==> src/rtl/seg7_pkg.sv <==
// Shared constants and helpers for the BCD counter / seven-segment display block.
package seg7_pkg;

  typedef logic [3:0] bcd_t;

  // Active-low segment patterns, bit order dp g f e d c b a (dp always off).
  localparam logic [7:0] SEG_0     = 8'hC0;
  localparam logic [7:0] SEG_1     = 8'hF9;
  localparam logic [7:0] SEG_2     = 8'hA4;
  localparam logic [7:0] SEG_3     = 8'hB0;
  localparam logic [7:0] SEG_4     = 8'h99;
  localparam logic [7:0] SEG_5     = 8'h92;
  localparam logic [7:0] SEG_6     = 8'h82;
  localparam logic [7:0] SEG_7     = 8'hF8;
  localparam logic [7:0] SEG_8     = 8'h80;
  localparam logic [7:0] SEG_9     = 8'h90;
  localparam logic [7:0] SEG_BLANK = 8'hFF;
  localparam logic [7:0] ANODE_OFF = 8'hFF;

  // Non-BCD codes render as a dark digit rather than garbage.
  function automatic logic [7:0] bcd_to_seg(input bcd_t d);
    logic [7:0] s;
    case (d)
      4'd0:    s = SEG_0;
      4'd1:    s = SEG_1;
      4'd2:    s = SEG_2;
      4'd3:    s = SEG_3;
      4'd4:    s = SEG_4;
      4'd5:    s = SEG_5;
      4'd6:    s = SEG_6;
      4'd7:    s = SEG_7;
      4'd8:    s = SEG_8;
      4'd9:    s = SEG_9;
      default: s = SEG_BLANK;
    endcase
    return s;
  endfunction

endpackage

==> src/rtl/seg7_bcd_counter_bcd_digit.sv <==
// One BCD digit of the ripple-enabled counter chain.
module bcd_digit
  import seg7_pkg::*;
(
  input  logic clk,
  input  logic rst_i,
  input  logic step_i,
  input  logic up_i,
  input  logic clr_i,
  input  logic load_i,
  input  bcd_t load_val_i,
  input  logic cin_i,
  output logic cout_o,
  output bcd_t digit_o
);

  bcd_t digit_q;
  bcd_t digit_d;
  logic terminal;

  assign terminal = up_i ? (digit_q == 4'd9) : (digit_q == 4'd0);
  // Next digit is allowed to move only when this one and all lower ones are at terminal.
  assign cout_o   = cin_i & terminal;
  assign digit_o  = digit_q;

  // Next-state: clear beats load beats count step.
  always_comb begin
    digit_d = digit_q;
    if (clr_i) begin
      digit_d = '0;
    end else if (load_i) begin
      digit_d = (load_val_i > 4'd9) ? 4'd0 : load_val_i;
    end else if (step_i && cin_i) begin
      if (up_i) digit_d = (digit_q == 4'd9) ? 4'd0 : digit_q + 4'd1;
      else      digit_d = (digit_q == 4'd0) ? 4'd9 : digit_q - 4'd1;
    end
  end

  // Digit register with synchronous reset.
  always_ff @(posedge clk) begin
    if (rst_i) digit_q <= '0;
    else       digit_q <= digit_d;
  end

endmodule

==> src/rtl/seg7_bcd_counter.sv <==
// Multi-digit BCD up/down counter with multiplexed 8-anode seven-segment driver.
module seg7_bcd_counter
  import seg7_pkg::*;
#(
  parameter int DIGITS     = 4,
  parameter int TICK_DIV   = 100000000,
  parameter int SCAN_DIV   = 100000,
  parameter int LEAD_BLANK = 1
) (
  input  logic                  clk,
  input  logic                  RST,
  input  logic                  en_i,
  input  logic                  clr_i,
  input  logic                  up_i,
  input  logic                  load_i,
  input  logic [4*DIGITS-1:0]   load_val_i,
  output logic [4*DIGITS-1:0]   count_o,
  output logic                  carry_o,
  output logic [7:0]            disp_seg_o,
  output logic [7:0]            disp_an_o
);

  localparam int PW = (TICK_DIV > 1) ? $clog2(TICK_DIV) : 1;
  localparam int SW = (SCAN_DIV > 1) ? $clog2(SCAN_DIV) : 1;
  localparam logic [PW-1:0] PRESC_LAST = PW'(TICK_DIV - 1);
  localparam logic [SW-1:0] SCAN_LAST  = SW'(SCAN_DIV - 1);
  localparam logic [2:0]    IDX_LAST   = 3'(DIGITS - 1);

  logic [PW-1:0]   presc_q, presc_d;
  logic            carry_q, carry_d;
  logic            tick;
  logic [DIGITS:0] chain;

  logic [SW-1:0]   scan_cnt_q;
  logic [2:0]      scan_idx_q;
  logic [7:0]      an_q, an_d;
  logic [7:0]      seg_q, seg_d;
  logic [DIGITS-1:0] blank_v;
  bcd_t            sel_digit;
  logic            sel_blank;

  assign tick     = en_i && (presc_q == PRESC_LAST);
  assign chain[0] = 1'b1;

  for (genvar k = 0; k < DIGITS; k++) begin : g_digit
    bcd_digit u_digit (
      .clk        (clk),
      .rst_i      (RST),
      .step_i     (tick),
      .up_i       (up_i),
      .clr_i      (clr_i),
      .load_i     (load_i),
      .load_val_i (load_val_i[4*k +: 4]),
      .cin_i      (chain[k]),
      .cout_o     (chain[k+1]),
      .digit_o    (count_o[4*k +: 4])
    );
  end

  // Prescaler next-state and wrap-pulse decode; clear/load restart the tick period.
  always_comb begin
    presc_d = presc_q;
    carry_d = 1'b0;
    if (clr_i || load_i) begin
      presc_d = '0;
    end else if (en_i) begin
      presc_d = tick ? '0 : presc_q + 1'b1;
      carry_d = tick && chain[DIGITS];
    end
  end

  // Prescaler and carry pulse registers.
  always_ff @(posedge clk) begin
    if (RST) begin
      presc_q <= '0;
      carry_q <= 1'b0;
    end else begin
      presc_q <= presc_d;
      carry_q <= carry_d;
    end
  end

  assign carry_o = carry_q;

  // Leading-zero blanking: walk from the top digit down while everything seen is zero.
  always_comb begin
    logic higher_zero;
    higher_zero = 1'b1;
    blank_v     = '0;
    for (int unsigned i = 0; i < DIGITS; i++) begin
      higher_zero = higher_zero && (count_o[4*(DIGITS-1-i) +: 4] == 4'd0);
      blank_v[DIGITS-1-i] = (LEAD_BLANK != 0) && (i != DIGITS - 1) && higher_zero;
    end
  end

  // Select the digit under the current scan index and build anode/segment patterns.
  always_comb begin
    sel_digit = '0;
    sel_blank = 1'b0;
    for (int unsigned i = 0; i < DIGITS; i++) begin
      if (scan_idx_q == 3'(i)) begin
        sel_digit = count_o[4*i +: 4];
        sel_blank = blank_v[i];
      end
    end
    an_d             = ANODE_OFF;
    an_d[scan_idx_q] = 1'b0;
    seg_d            = sel_blank ? SEG_BLANK : bcd_to_seg(sel_digit);
  end

  // Scan timing and registered display outputs; anode and segments update together.
  always_ff @(posedge clk) begin
    if (RST) begin
      scan_cnt_q <= '0;
      scan_idx_q <= '0;
      an_q       <= ANODE_OFF;
      seg_q      <= SEG_BLANK;
    end else begin
      an_q  <= an_d;
      seg_q <= seg_d;
      if (scan_cnt_q == SCAN_LAST) begin
        scan_cnt_q <= '0;
        scan_idx_q <= (scan_idx_q == IDX_LAST) ? 3'd0 : scan_idx_q + 3'd1;
      end else begin
        scan_cnt_q <= scan_cnt_q + 1'b1;
      end
    end
  end

  assign disp_an_o  = an_q;
  assign disp_seg_o = seg_q;

endmodule

==> config.mk <==
export PLATFORM = sky130hd
export DESIGN_NAME = seg7_bcd_counter
export DESIGN_NICKNAME = d
export VERILOG_FILES = /design/src/rtl/seg7_pkg.sv /design/src/rtl/seg7_bcd_counter_bcd_digit.sv /design/src/rtl/seg7_bcd_counter.sv
export SDC_FILE = /design/constraint.sdc
export NUM_CORES = 1
export LEC_CHECK = 0
export CAP_MARGIN = 10
export CORE_AREA = 4 4 128 130
export CTS_CLUSTER_DIAMETER = 100
export DETAILED_ROUTE_END_ITERATION = 10
export DIE_AREA = 0 0 132 134
export PLACE_DENSITY_LB_ADDON = 0.2
export RECOVER_POWER = 50
export SLEW_MARGIN = 15
export SYNTH_ARGS = -nofsm -noshare
export SYNTH_HDL_FRONTEND = slang
export SYNTH_SLANG_ARGS = --single-unit
==> constraint.sdc <==
create_clock -name clk -period 6.5 [get_ports clk]
set_clock_uncertainty 0.15 [all_clocks]
set_input_delay 1.3 -clock clk [delete_from_list [all_inputs] [get_ports clk]]
set_output_delay 1.3 -clock clk [all_outputs]
set_load 0.02 [all_outputs]
# Word-level counts from Yosys, hierarchy flattened
# Memory sizes are Yosys's and may differ from the RTL's. A register that Yosys moved wholly into a read port is not among the register bits.
# Index checks and enable logic that the tools add are counted.
op_classes:
  n_addsub: 11
  multipliers: 0
  n_div: 0
  n_lt_le_gt_ge: 6
  n_eq_ne: 9
  n_shift: 0
  mux: 39
  n_bitwise: 5
  reduce_logical: 23
ops:
  columns: ["cell", "n"]
  rows:
  - ["4-bit 2-to-1 mux", 28]
  - ["27-bit by 1-bit adder with 27-bit output (second input constant)", 1]
  - ["27-bit == test (second input constant)", 1]
  - ["27-bit 2-to-1 mux", 1]
  - ["17-bit by 1-bit adder with 17-bit output (second input constant)", 1]
  - ["17-bit == test (second input constant)", 1]
  - ["4-bit by 1-bit adder with 4-bit output (second input constant)", 4]
  - ["4-bit == test (second input constant)", 4]
  - ["4-bit > comparator (second input constant)", 4]
  - ["4-bit logical NOT", 4]
  - ["4-bit by 1-bit subtractor with 4-bit output (second input constant)", 4]
  - ["1-bit logical AND", 8]
  - ["1-bit 2-to-1 mux", 8]
  - ["8-bit NOT", 1]
  - ["2-bit nonzero test", 4]
  - ["2-bit OR reduction", 4]
  - ["3-bit by 2-bit == test with 1-bit output (second input constant)", 2]
  - ["3-bit by 4-bit < comparator with 1-bit output (second input constant)", 1]
  - ["3-bit by 1-bit adder with 3-bit output (second input constant)", 1]
  - ["1-bit bitwise AND", 3]
  - ["1-bit demux with 3-bit select", 1]
  - ["3-bit by 1-bit == test with 1-bit output (second input constant)", 1]
  - ["3-bit by 1-bit >= comparator with 1-bit output (second input constant)", 1]
  - ["3-bit logical NOT", 1]
  - ["other kinds (4)", 4]
word_totals:
  ff_bits: 80
  latch_bits: 0
  mem_bits_rw: 0
  mem_bits_ro: 112
  inputBits: 22
  elab_cells: 104
  mem_count: 1
memory_table:
  columns: ["memory", "depth", "word_bits", "rd", "rd_clocked_by_memory_dff", "wr", "line", "text"]
  rows:
  - ["(name not given)", 16, 7, 1, 1, 0, "seg7_pkg.sv:23", "case (d)"]

# Logic depth before layout (Yosys ltp)
logic_depth:
  depth_word: 7
  mapped_depth: 10
  mapped_depth_nobuf: 9

# Hierarchy
# From an unflattened synthesis, not the netlist that was laid out.
unflattened:
  hier_cells: 556
  hier_area_um2: 4588.2
by_module_without_submodules:
  columns: ["mod", "n_inst", "cells_per_inst", "area_per_inst_um2", "seq_area_each_um2"]
  rows:
  - ["seg7_bcd_counter", 1, 364, 3056.7, 1261.2]
  - ["bcd_digit", 4, 48, 382.9, 80.1]

# Worst setup path after synthesis
# Ideal clock, no wire load.
synth_path:
  path_type: "input-to-reg"
  from: "in en_i"
  to: "reg g_digit[3].u_digit.digit_q[0]"
  setup_ps: 122
  t_arrival_ps: 2950
  t_required_ps: 6228
  slack_ps: 3279
  cell_stages: 7
  path_buffers: 2
  path_cell_list: "buf_2 and4_1 clkbuf_1 nand4_1 nor4_2 a21boi_0 o311a_1"
synth_via:
  elab_chain_cells: 3
synth_rtl:
  columns: ["item", "line", "text"]
  rows:
  - ["start: declaration", "seg7_bcd_counter.sv:12", "input logic en_i,"]
  - ["1-bit logical AND", "seg7_bcd_counter.sv:42", "assign tick = en_i && (presc_q == PRESC_LAST);"]
  - ["1-bit logical AND", "seg7_bcd_counter_bcd_digit.sv:33", "end else if (step_i && cin_i) begin"]
  - ["2-bit nonzero test (no line)", null, null]
  - ["end signal: assignment", "seg7_bcd_counter_bcd_digit.sv:42", "else digit_q <= digit_d;"]
  - ["end: declaration", "seg7_bcd_counter_bcd_digit.sv:17", "bcd_t digit_q;"]
# Every way passes these cells.
# A chain may end at the register's enable or synchronous reset.

# Worst setup path in the final report
layout_path:
  from: "in load_i"
  to: "reg presc_q[25]"
layout_via:
  elab_chain_cells: 2
layout_rtl:
  columns: ["item", "line", "text"]
  rows:
  - ["start: declaration", "seg7_bcd_counter.sv:15", "input logic load_i,"]
  - ["1-bit logical OR", "seg7_bcd_counter.sv:64", "if (clr_i || load_i) begin"]
  - ["2-bit OR reduction (no line)", null, null]
  - ["end signal: assignment", "seg7_bcd_counter.sv:78", "presc_q <= presc_d;"]
  - ["end: declaration", "seg7_bcd_counter.sv:29", "logic [PW-1:0] presc_q, presc_d;"]
# Every way passes these cells.

==> results.yml <==
yosys:
  synth_most_common_cell: "dfxtp_1"
  synth_commonest_cells: "79 x dfxtp_1, 73 x nor2_1, 37 x nand2_1, 27 x nand3_1, 27 x o21ai_0"
  netlist_top_cells_area: "dfxtp_1 35%, nor2_1 6.0%, xor2_1 4.8%"
  async_flop_share_pct: 0
  yosysSeqAreaShare_pct: 34.9
  ys_seq_elements: 79
  syn_nets: 586
  synthCells: 557
  synth_edf_count: 0
  ys.flop_type: "dfxtp_1"
  yosysWarningCount: 0
  synth.largest_area_cell: "dfxtp_1"
  yosysTopAreaCellShare_pct: 34.9
  ys_types: 70
  mappedNetlistArea_um2: 4530
  post_synth.cell_area_avg_um2: 8.13
cts:
  cts_tree: "built"
  cts_hold_buf: 0
  cts_buffer_depth: 2
  cts_buffers: 9
  cts_setup_buffers: 0
  path_clk_slew_ns: 0.06
  htreeDepth: 3
  cts_sinks: 79
  cts-resized-gates: 0
  clkLatencyLatePin_ns: 0.35
  root_buffer: "clkbuf_16"
timing:
  setup_viol: 0
  slew_headroom_pct: 31.8
  fmax_mhz: 249
  hold_violations: 0
  tns_ns: 0
  fin_crit_ns: 4.01
  rsz0062_at_grt: "no"
  slew_violations: 0
  tightest_slew_ns: 1.02
  post-route-period-util_pct: 61.8
final_layout:
  diodes: 0
  area_growth_pct: 19.5
  final_net_count: 612
  nFillCells: 1523
  seqCellArea_um2: 1580
  final_core_utilization_pct: 35.7
  drive_above_1_share_pct: 6.12
  multi_input_area_um2: 2700
  instances_no_fill: 776
global_routing:
  grt_pass1_wl_um: 19700
  antenna_found_initial: 0
  grt_pass1_vias: 3848
  grt-ovfl-total: 0
  grt_max_degree: 26
  grt_use_total_pct: 13.7
worst_setup_path:
  cp-start-kind: "primary input"
  crit_type: "primary input to flip-flop"
  path_buf_inv: 2
  endpoint_kind: "flip-flop"
  critPathMaxStageDelay_ns: 0.88
  cpMaxStageDelayCell: "nand3_1"
  crit_family: "buffers and inverters"
  crit_required_ns: 6.61
  worstPathCellList: "clkdlybuf4s50_1 -> inv_1 -> nand3_1 -> a21oi_1"
  worstPathArrival_ns: 4.12
  critPathMaxFanout: 25
power_and_ir_drop:
  leakage_nw: 1.84
  power_mw: 1.11
  ir_drop_mv: 0.144
  power_density_nw_per_um2: 206
drt:
  wl_per_cell_um: 15.5
  via_count: 4201
  drt-initial-drc-count: 206
  drtPass1Iterations: 5
  ant_nets: 0
  vias_per_cell: 5.41
  wl_um: 12000
  drc: 0
floorplan:
  die_h_um: 134
  row_count: 45
  io_pins: 55
  die_area_um2: 17700
  die_w_um: 132
  core-area_um2: 15100
  initial_utilization_pct: 29.9
worst_hold_path:
  hold_class: "flip-flop to flip-flop"
placement:
  dp_hpwl_um: 8720
  gp_congestion: 0.837
  io_buffers: 53
  place_inst: 760
status:
  outcome: "finished clean"
run:
  cap_violations: 0
[stage by stage]
stage          hold slack, ns  setup WS, ns  cell area [um2]
5_1_grt                 0.336          2.26             5410
2_1_floorplan           0.280          3.28             4530
6_report                0.314          2.49             5410
3_3_place_gp            0.292          2.27             5110
4_1_cts                 0.317          2.54             5410
3_5_place_dp            0.302          2.18             5110
[worst reg2reg max path, delay by kind of cell, from the launching register on]
family,cells,cell delay (ns)
AO/OA/AOI/OAI,2,0.57
AND/OR/NAND/NOR,3,1.33
flip-flops,1,0.46
adder cells (fa/ha/maj),1,0.33
[where the power goes]
part           internal [mW]  switching (mW)
clock network          0.300           0.214
registers              0.492          0.0127
logic                 0.0422          0.0532
[kinds of logic after synthesis]
family,Yosys count,synth area share [%]
simple gates,254,31.2
compound gates,112,16.8
flops,79,34.9
buf+inv,55,5.50
xor+xnor,45,8.70
fa+ha+maj,7,1.93
mux,4,0.884
other cells,1,0.0828
[state kept, by name, summed over array words and instances (netlist names)]
signal and flops:
carry_o 1, scan_idx_q 3, disp_seg_o 7, presc_q 27, scan_cnt_q 17, g_digit.u_digit.digit_o 16, disp_an_o 8
[layer usage]
layer	vias up	wire length (um)	global-route usage, %
li1	2066	-	-
met1	2004	5800	18.3
met2	111	5120	20.1
met3	20	869	5.48
met4	0	218	4.43
met5	-	0	0
[final cells by class]
cell class | count | share of cell area (%)
Multi-Input combinational cell | 423 | 49.9
Timing Repair Buffer | 54 | 9.94
Clock buffer | 10 | 4.23
Inverter | 16 | 1.11
Tap cell | 188 | 4.35
Sequential cell | 79 | 29.2
Clock inverter | 6 | 1.27
[final timing paths]
check / from / endpoint / slack [ns] / depth (start not counted)
max reg2reg: presc_q[0]$_SDFFE_PP0P_ / g_digit[3].u_digit.digit_o[0]$_SDFFE_PP0P_ / 3.55 / 6
max: load_i / presc_q[25]$_SDFFE_PP0P_ / 2.49 / 4
min reg2reg: scan_cnt_q[0]$_SDFF_PP0_ / scan_cnt_q[0]$_SDFF_PP0_ / 0.31 / 1
min: scan_cnt_q[0]$_SDFF_PP0_ / scan_cnt_q[0]$_SDFF_PP0_ / 0.31 / 1
[placed cells by master, fill, tap and decap left out, drive strengths merged, types with 6 or more instances in the layout]
| cell type | instances |
|---|---|
| dfxtp | 79 |
| nor2 | 73 |
| nand2 | 37 |
| o21ai | 27 |
| nand3 | 27 |
| clkdlybuf4s50 | 27 |
| dlygate4sd3 | 26 |
| xor2 | 25 |
| a21oi | 21 |
| xnor2 | 20 |
| nand4 | 20 |
| inv | 17 |
| nor3 | 14 |
| nor4 | 13 |
| clkbuf | 10 |
| and4 | 9 |
| nand2b | 8 |
| nand4b | 8 |
| and3 | 8 |
| ha | 7 |
| a211oi | 6 |
| a221oi | 6 |
| a31oi | 6 |
| and2 | 6 |
No activity file was read; power rests on OpenSTA's default activity.
